File: src/rtl/seg7_readback.sv
// seg7_readback
//   Watches a multiplexed 7-segment display bus. A position is latched only
//   after the {position, segments, decimal point} sample has held still for
//   STABLE_CYCLES consecutive clocks. The latched pattern is decoded to BCD
//   and stored per position for read-back.
//
// Ports
//   clk          : single clock, rising edge
//   reset        : asynchronous, active-low
//   enable       : capture enable (0 = idle, stored entries retained)
//   seg7_sel     : display position currently driven (0..7)
//   seg7_in      : segments a..g on bit6..bit0, active-high
//   dpt_in       : decimal point for the driven position
//   err_clr      : clears seg_err (a simultaneous illegal latch wins)
//   rd_sel       : read-back position
//   rd_bcd       : stored BCD at rd_sel, one-cycle latency
//   rd_valid     : stored entry at rd_sel holds a decoded digit
//   rd_dpt       : stored decimal point at rd_sel
//   digit_strobe : one-cycle pulse per latch event
//   strobe_pos   : position of the latest latch
//   strobe_bcd   : decoded value of the latest latch (F = blank/illegal)
//   seg_err      : sticky illegal-pattern flag
module seg7_readback #(
  parameter int STABLE_CYCLES = 4
) (
  input  logic       clk,
  input  logic       reset,
  input  logic       enable,
  input  logic [2:0] seg7_sel,
  input  logic [6:0] seg7_in,
  input  logic       dpt_in,
  input  logic       err_clr,
  input  logic [2:0] rd_sel,
  output logic [3:0] rd_bcd,
  output logic       rd_valid,
  output logic       rd_dpt,
  output logic       digit_strobe,
  output logic [2:0] strobe_pos,
  output logic [3:0] strobe_bcd,
  output logic       seg_err
);

  typedef enum logic [1:0] {
    IDLE  = 2'd0,
    TRACK = 2'd1,
    HOLD  = 2'd2
  } state_t;

  localparam logic [7:0] CNT_MAX   = 8'(STABLE_CYCLES);
  localparam logic [7:0] CNT_LATCH = 8'(STABLE_CYCLES - 1);

  // Decode result packed as {bcd[3:0], legal, blank}. Blank carries bcd 0
  // and illegal carries bcd F so both can be stored without further muxing.
  function automatic logic [5:0] decode_seg(input logic [6:0] seg);
    logic [5:0] d;
    d = {4'hF, 2'b00};
    case (seg)
      7'b1111110: d = {4'd0, 2'b10};
      7'b0110000: d = {4'd1, 2'b10};
      7'b1101101: d = {4'd2, 2'b10};
      7'b1111001: d = {4'd3, 2'b10};
      7'b0110011: d = {4'd4, 2'b10};
      7'b1011011: d = {4'd5, 2'b10};
      7'b1011111: d = {4'd6, 2'b10};
      7'b1110000: d = {4'd7, 2'b10};
      7'b1111111: d = {4'd8, 2'b10};
      7'b1111011: d = {4'd9, 2'b10};
      7'b0000000: d = {4'd0, 2'b01};
      default:    d = {4'hF, 2'b00};
    endcase
    return d;
  endfunction

  logic [10:0] w_smp;
  logic [10:0] r_s_p0;
  logic        w_change;
  state_t      r_state;
  state_t      w_state_nxt;
  logic [7:0]  r_cnt;
  logic [7:0]  w_cnt_nxt;
  logic        w_latch;
  logic [5:0]  w_dec;
  logic        w_illegal;
  logic [5:0]  r_entry [8];

  // A change is the incoming sample differing from the held one, so the
  // counter restarts on the same edge that first samples new input.
  assign w_smp     = {seg7_sel, seg7_in, dpt_in};
  assign w_change  = (w_smp != r_s_p0);
  assign w_latch   = enable && (r_state == TRACK) && !w_change && (r_cnt == CNT_LATCH);
  assign w_dec     = decode_seg(r_s_p0[7:1]);
  assign w_illegal = !w_dec[1] && !w_dec[0];

  always_comb begin
    w_state_nxt = r_state;
    case (r_state)
      IDLE:    if (enable) w_state_nxt = TRACK;
      TRACK:   if (w_latch) w_state_nxt = HOLD;
      HOLD:    if (w_change) w_state_nxt = TRACK;
      default: w_state_nxt = IDLE;
    endcase
    if (!enable) w_state_nxt = IDLE;
  end

  always_comb begin
    w_cnt_nxt = r_cnt;
    if (w_change || (r_state == IDLE)) begin
      w_cnt_nxt = 8'd0;
    end else if ((r_state == TRACK) && (r_cnt != CNT_MAX)) begin
      w_cnt_nxt = r_cnt + 8'd1;
    end
  end

  // Stage p0: sample register, FSM and stability counter
  always_ff @(posedge clk or negedge reset) begin
    if (!reset) begin
      r_s_p0  <= '0;
      r_state <= IDLE;
      r_cnt   <= '0;
    end else begin
      r_s_p0  <= w_smp;
      r_state <= w_state_nxt;
      r_cnt   <= w_cnt_nxt;
    end
  end

  // Stage p1: entry store, strobe outputs, error flag and read-back port
  always_ff @(posedge clk or negedge reset) begin
    if (!reset) begin
      for (int i = 0; i < 8; i++) r_entry[i] <= '0;
      rd_bcd       <= '0;
      rd_valid     <= 1'b0;
      rd_dpt       <= 1'b0;
      digit_strobe <= 1'b0;
      strobe_pos   <= '0;
      strobe_bcd   <= '0;
      seg_err      <= 1'b0;
    end else begin
      // Read sees the pre-write contents when the same position is written.
      rd_bcd       <= r_entry[rd_sel][5:2];
      rd_valid     <= r_entry[rd_sel][1];
      rd_dpt       <= r_entry[rd_sel][0];
      digit_strobe <= w_latch;
      if (w_latch) begin
        r_entry[r_s_p0[10:8]] <= {w_dec[5:2], w_dec[1], r_s_p0[0]};
        strobe_pos            <= r_s_p0[10:8];
        strobe_bcd            <= w_dec[1] ? w_dec[5:2] : 4'hF;
      end
      if (w_latch && w_illegal) begin
        seg_err <= 1'b1;
      end else if (err_clr) begin
        seg_err <= 1'b0;
      end
    end
  end

endmodule
File: config.mk
export PLATFORM = sky130hd
export DESIGN_NAME = seg7_readback
export DESIGN_NICKNAME = d
export VERILOG_FILES = /design/src/rtl/seg7_readback.sv
export SDC_FILE = /design/constraint.sdc
export NUM_CORES = 1
export LEC_CHECK = 0
export CORE_MARGIN = 3
export CORE_UTILIZATION = 40
export DETAILED_ROUTE_END_ITERATION = 6
export HOLD_SLACK_MARGIN = 0.15
export REMOVE_ABC_BUFFERS = 1
export SLEW_MARGIN = 10
export SYNTH_ARGS = -nofsm -noshare
export SYNTH_HDL_FRONTEND = slang
export SYNTH_SLANG_ARGS = --single-unit
File: constraint.sdc
create_clock -name clk -period 3.9 [get_ports clk]
set_input_delay 0.585 -clock clk [delete_from_list [all_inputs] [get_ports clk]]
set_output_delay 0.585 -clock clk [all_outputs]
set_load 0.05 [all_outputs]
Word level (Yosys, flattened, before mapping) --
Index checks and enable logic that the tools add are counted.
Storage, ports and cells: input port bits 18, memories 0, bits in writable memories 0, output and inout port bits 15, latch bits 0, word-level logic and storage cells 73, register bits after elaboration 84, bits in read-only memories 0
Cells by class: reductions and logical operators 16, magnitude comparators 3, divide/modulo/power cells 0, bitwise operators 2, multiplexer cells 16, shift-type cells 0, equal/unequal tests 17, $add $sub $neg 1, $mul 0
Operators with widths (number):
- one-hot mux 6 bit (11 select lines) | 1
- equality test 7 bit, second input constant | 8
- bitwise mux 48 bit | 1
- binary-select mux 6 bit (select 3 bit) | 1
- demux 6 bit (select 3 bit) | 1
- two-way mux 6 bit | 3
- two-way mux 8 bit | 2
- equality test 7 x 6 -> 1 bit, second input constant | 2
- inequality test 11 bit | 1
- adder 8 x 1 -> 8 bit, second input constant | 1
- equality test 8 x 2 -> 1 bit, second input constant | 1
- >= comparator 4 bit, second input constant | 2
- inequality test 8 x 3 -> 1 bit, second input constant | 1
- inverter 3 -> 4 bit | 2
- logical AND 1 bit | 7
- logical NOT 7 bit | 1
- two-way mux 2 bit | 3
- inequality test 3 bit, second input constant | 2
- one-hot mux 2 bit (3 select lines) | 1
- < comparator 4 x 1 -> 1 bit, second input constant | 1
- two-way mux 4 bit | 1
- nonzero test 2 bit | 2
- logical NOT 1 bit | 3
- equality test 2 x 1 -> 1 bit, second input constant | 1
- other kinds (5) | 6

Logic depth before layout (Yosys ltp) --
word-level depth 7, depth in mapped cells 9, mapped depth without buffers 7

Worst setup path after synthesis --
OpenSTA, ideal clock, no wires.
kind register to register, start reg r_cnt[3], end reg r_entry[47] (netlist name), required time 3.757 ns, cell stages (with the launch flop) 7, data arrival time 2.250 ns, path slack 1.507 ns, clock period less this slack 2.393 ns, path buffers 1, setup time 0.143 ns, path through dfrtp_1 > or4_4 > nand4bb_4 > or4_4 > buf_6 > a211oi_4 > a21oi_1
Between the ends: longest elaborated chain between the ends 2
RTL lines:
- start, declared | RTL line 79 | logic [7:0] r_cnt;
- start signal, assigned | RTL line 123 | r_cnt <= w_cnt_nxt;
- equality test 8 x 2 -> 1 bit | RTL line 90 | assign w_latch = enable && (r_state == TRACK) && !w_change && (r_cnt == CNT_LATCH);
- logical AND 1 bit | RTL line 90
- end signal, assigned by index | RTL line 145 | r_entry[r_s_p0[10:8]] <= {w_dec[5:2], w_dec[1], r_s_p0[0]};
- end, declared | RTL line 84 | logic [5:0] r_entry [8];
Every way passes these cells. A chain may end at the register's enable or synchronous reset.

Final worst setup path --
start reg r_cnt[3], end reg r_entry[38] (netlist name)
The elaborated chain is that of the path after synthesis.

==> flow_summary_export.csv <==
group,metric,value,unit
pwr,fin_total_pwr,1.61,mW
synth,synth_seq_area_share,53.2,%
detailed_routing,routedWlPerCell,15.7,um
clock_network,clkTransAtPathRegs,90,ps
detailed_routing,routed_wirelength,7610,um
detailed_routing,vias_per_cell,5.26,
critical_path,rrSetupSlack,1300,ps
critical_path,cp_slowest_cell,"or4_4",
floorplanning,floorplan.initialDensity,41.9,%
grt,grt_util_all_layers,14.6,%
critical_path,rr_endpoint,"r_entry[38]",
critical_path,crit_top_cell,"or4_4",
grt,grt_first_pass_wirelength,13000,um
pwr,p_int,1.22,mW
synth,synth_seq_cells,84,
clock_network,clockBufferDepth,2,
pwr,p_switching,394,uW
detailed_routing,postRouteAntennaNets,0,
synth,syn-cell-area,0.00395,mm2
pwr,ir_worst_vdd,158,uV
clock_network,cts_tree,"built",
synth,syn_area_per_cell,12.1,um2
grt,antenna_found_initial,0,
synth,synth_top_area_share,53.2,%
critical_path,cp_data_required_time,4110,ps
clock_network,cts_resized,0,
floorplanning,die_x,105,um
sta,hold_slack,406,ps
sta,hold_viol,0,
synth,syn_inst,326,
synth,yosys-top-cells-area,"dfrtp_1, mux2_2, mux4_2, a21oi_1, xnor2_1",
floorplanning,coreArea,0.00942,mm2
synth,ys_warn_count,0,
status,status,"complete, no violations",
synth,synth_enable_flop_cells,0,
clock_network,cts.sinks,84,
cells_and_area,drive_gt1_share,19.0,%
floorplanning,dieHeight,105,um
sta,setup-violations-final,0,
synth,synth_largest_area_cell,"dfrtp_1",
placement,dpl_cell_area,0.00433,mm2
grt,grt_pass1_vias,2544,
cells_and_area,utilization,48.1,%
detailed_routing,firstDrtPassIters,5,
sta,fin_crit,2600,ps
critical_path,cp-end-kind,"flop",
clock_network,cts_buffers,9,
clock_network,cts_max_level,3,
cells_and_area,regArea,0.00210,mm2
cells_and_area,n_antenna_cell,0,
sta,fin_setup_tns,0,ps
pwr,share_seq_of_total_power,55.4,%
placement,pre_cts_ws,1050,ps
critical_path,reg2regPathDepth,5,
sta,setup_ws,1300,ps
pwr,p_leak,2.05,nW
min_path,hold_class,"primary input to async pin",
cells_and_area,multiInputGateArea,0.00168,mm2
critical_path,path_delay_family,"simple AND/OR/NAND/NOR gates",
grt,overflow,0,
sta,clock_skew,8.48,ps
sta,fin_crit_sh,66.6,%
critical_path,cp_max_fo,8,
clock_network,cts_root_buf,"clkbuf_8",
placement,dp_hpwl,5380,um
sta,worst_slew_pin_slew,1060,ps
synth,ys_types,46,
synth,async_flop_share,100,%
cells_and_area,layout.cells.non_filler,486,
grt,grt_start_max_net_pins,85,
cells_and_area,filler_cell_count,872,
floorplanning,die_area,0.0111,mm2
pwr,p_comb_share,5.6,%
sta,slew_headroom,28.9,%
critical_path,critPathKind,"flop to flop",
sta,slew_violations,0,
critical_path,path_cells,"or4_4 -> nand4bb_4 -> or4_4 -> a211oi_4 -> a21oi_1",
detailed_routing,drc,0,
floorplanning,rows,35,
placement,dpl.cell_count,470,
floorplanning,ios,33,
critical_path,crit_buf_inv,0,
cells_and_area,nNetsFinal,372,
critical_path,worst_ep_arrival_time,2810,ps
detailed_routing,num_vias,2557,
sta,fmax,385,MHz
critical_path,start_kind,"flop",
critical_path,r2r-start,"r_cnt[3]",
cells_and_area,area_growth_syn_to_layout,14.8,%
clock_network,insertion_delay,350,ps
placement,gp_congestion,0.810,
detailed_routing,drt_iter0_drc,79,
clock_network,cts_setup_buffers,0,
clock_network,hold_buffers,0,
sta,rsz0062_at_grt,"no",
cells_and_area,fin_area,0.00453,mm2
flow_run,maxCapViolCount,0,
pwr,swShare,24.5,%
placement,port_buffers,32,
pwr,clockPowerShare,39.0,%
critical_path,slowest_delay,680,ps
synth,ys.flop_type,"dfrtp_1",
pwr,power_density,355,mW/mm2
-- kinds of logic after synthesis --
group	Yosys count	synth area share [%]
AND/OR/NAND/NOR	83	12.4
XOR/XNOR	18	3.99
multiplexers	49	17.1
adder cells (fa/ha/maj)	2	0.634
AO/OA/AOI/OAI	56	8.33
flip-flops	84	53.2
buffers and inverters	34	4.31
-- placed cells by master (no fill, tap or decap), types with 2 or more instances in the layout --
cell type / count
nor2_1: 17
xor2_1: 4
buf_4: 2
nor3b_1: 3
o21ai_0: 5
mux2_2: 28
and3_1: 3
dfrtp_1: 84
nand2_1: 22
nor3_1: 4
nand3_1: 7
mux2i_1: 8
a211oi_4: 2
or4_1: 3
clkbuf_8: 9
clkinv_2: 2
clkinvlp_4: 2
nor4_1: 2
nand3b_1: 2
xnor2_1: 14
mux4_2: 12
nor2b_1: 2
ha_1: 2
inv_1: 15
clkdlybuf4s50_1: 31
and3b_1: 2
inv_8: 2
nand4_1: 5
a31oi_1: 4
or4_4: 2
a21oi_1: 40
-- synth_stat cells, types with 2 or more instances --
cell,n
inv_1,15
xnor2_1,14
clkbuf_1,14
a211oi_4,2
ha_1,2
or4_1,3
nor3_1,4
nor3b_1,3
and3b_1,2
mux4_2,12
nand3_1,7
a21oi_1,40
nor2b_1,2
o21ai_0,5
mux2_2,28
xor2_1,4
nand3b_1,2
nand2_1,22
nor4_1,2
or4_4,2
dfrtp_1,84
mux2i_1,8
and3_1,3
a31oi_1,4
nand4_1,5
nor2_1,17
-- worst register-to-register path: stages, from the launching register on --
cell,delay (ps)
dfrtp_1,430
or4_4,560
nand4bb_4,280
or4_4,680
a211oi_4,390
a21oi_1,130
-- sequential cells by signal, summed over array words and instances (netlist names), 2 cells and up --
signal and count:
strobe_pos 3, r_state 2, strobe_bcd 4, r_cnt 8, r_entry 48, r_s_p0 11, rd_bcd 4
-- per-layer routing --
metal,vias up,share of wire (%),wire length (um),GRT usage (%)
li1,1224,-,-,-
met2,58,47,3600,23.2
met3,5,4.0,301,3.67
met5,-,0,0,0
met4,0,0.72,55,3.94
met1,1270,48,3650,20.0
-- how the worst max path moves through the flow --
stage | startpoint | endpoint | slack, ps | cells past startpoint
final | r_cnt[3] | r_entry[38] | 1300 | 5
after global routing | r_s_p0[2] | r_entry[38] | 1150 | 5
after CTS | r_cnt[3] | r_entry[38] | 1300 | 5
after detailed placement | seg7_sel[1] | r_entry[38] | 1050 | 6
after global placement | dpt_in | r_entry[38] | 1110 | 6
after floorplan | r_cnt[3] | r_entry[47] | 1530 | 5
-- power groups by stage --
stage / sequential (mW) / clock [mW] / combinational, mW
after floorplan: 0.907 / 0 / 0.0371
after global placement: 0.909 / 0 / 0.0935
after detailed placement: 0.909 / 0 / 0.0934
after CTS: 0.892 / 0.649 / 0.0939
after global routing: 0.895 / 0.677 / 0.101
final: 0.892 / 0.627 / 0.0903
-- layout make-up --
type,instances,area share (%)
clock inverter,7,1.66
timing repair buffer,33,7.18
clock buffer,9,2.73
inverter,16,1.49
sequential,84,46.4
multi-input combinational,208,37.0
tap,129,3.56
No activity file was read; power rests on OpenSTA's default activity.
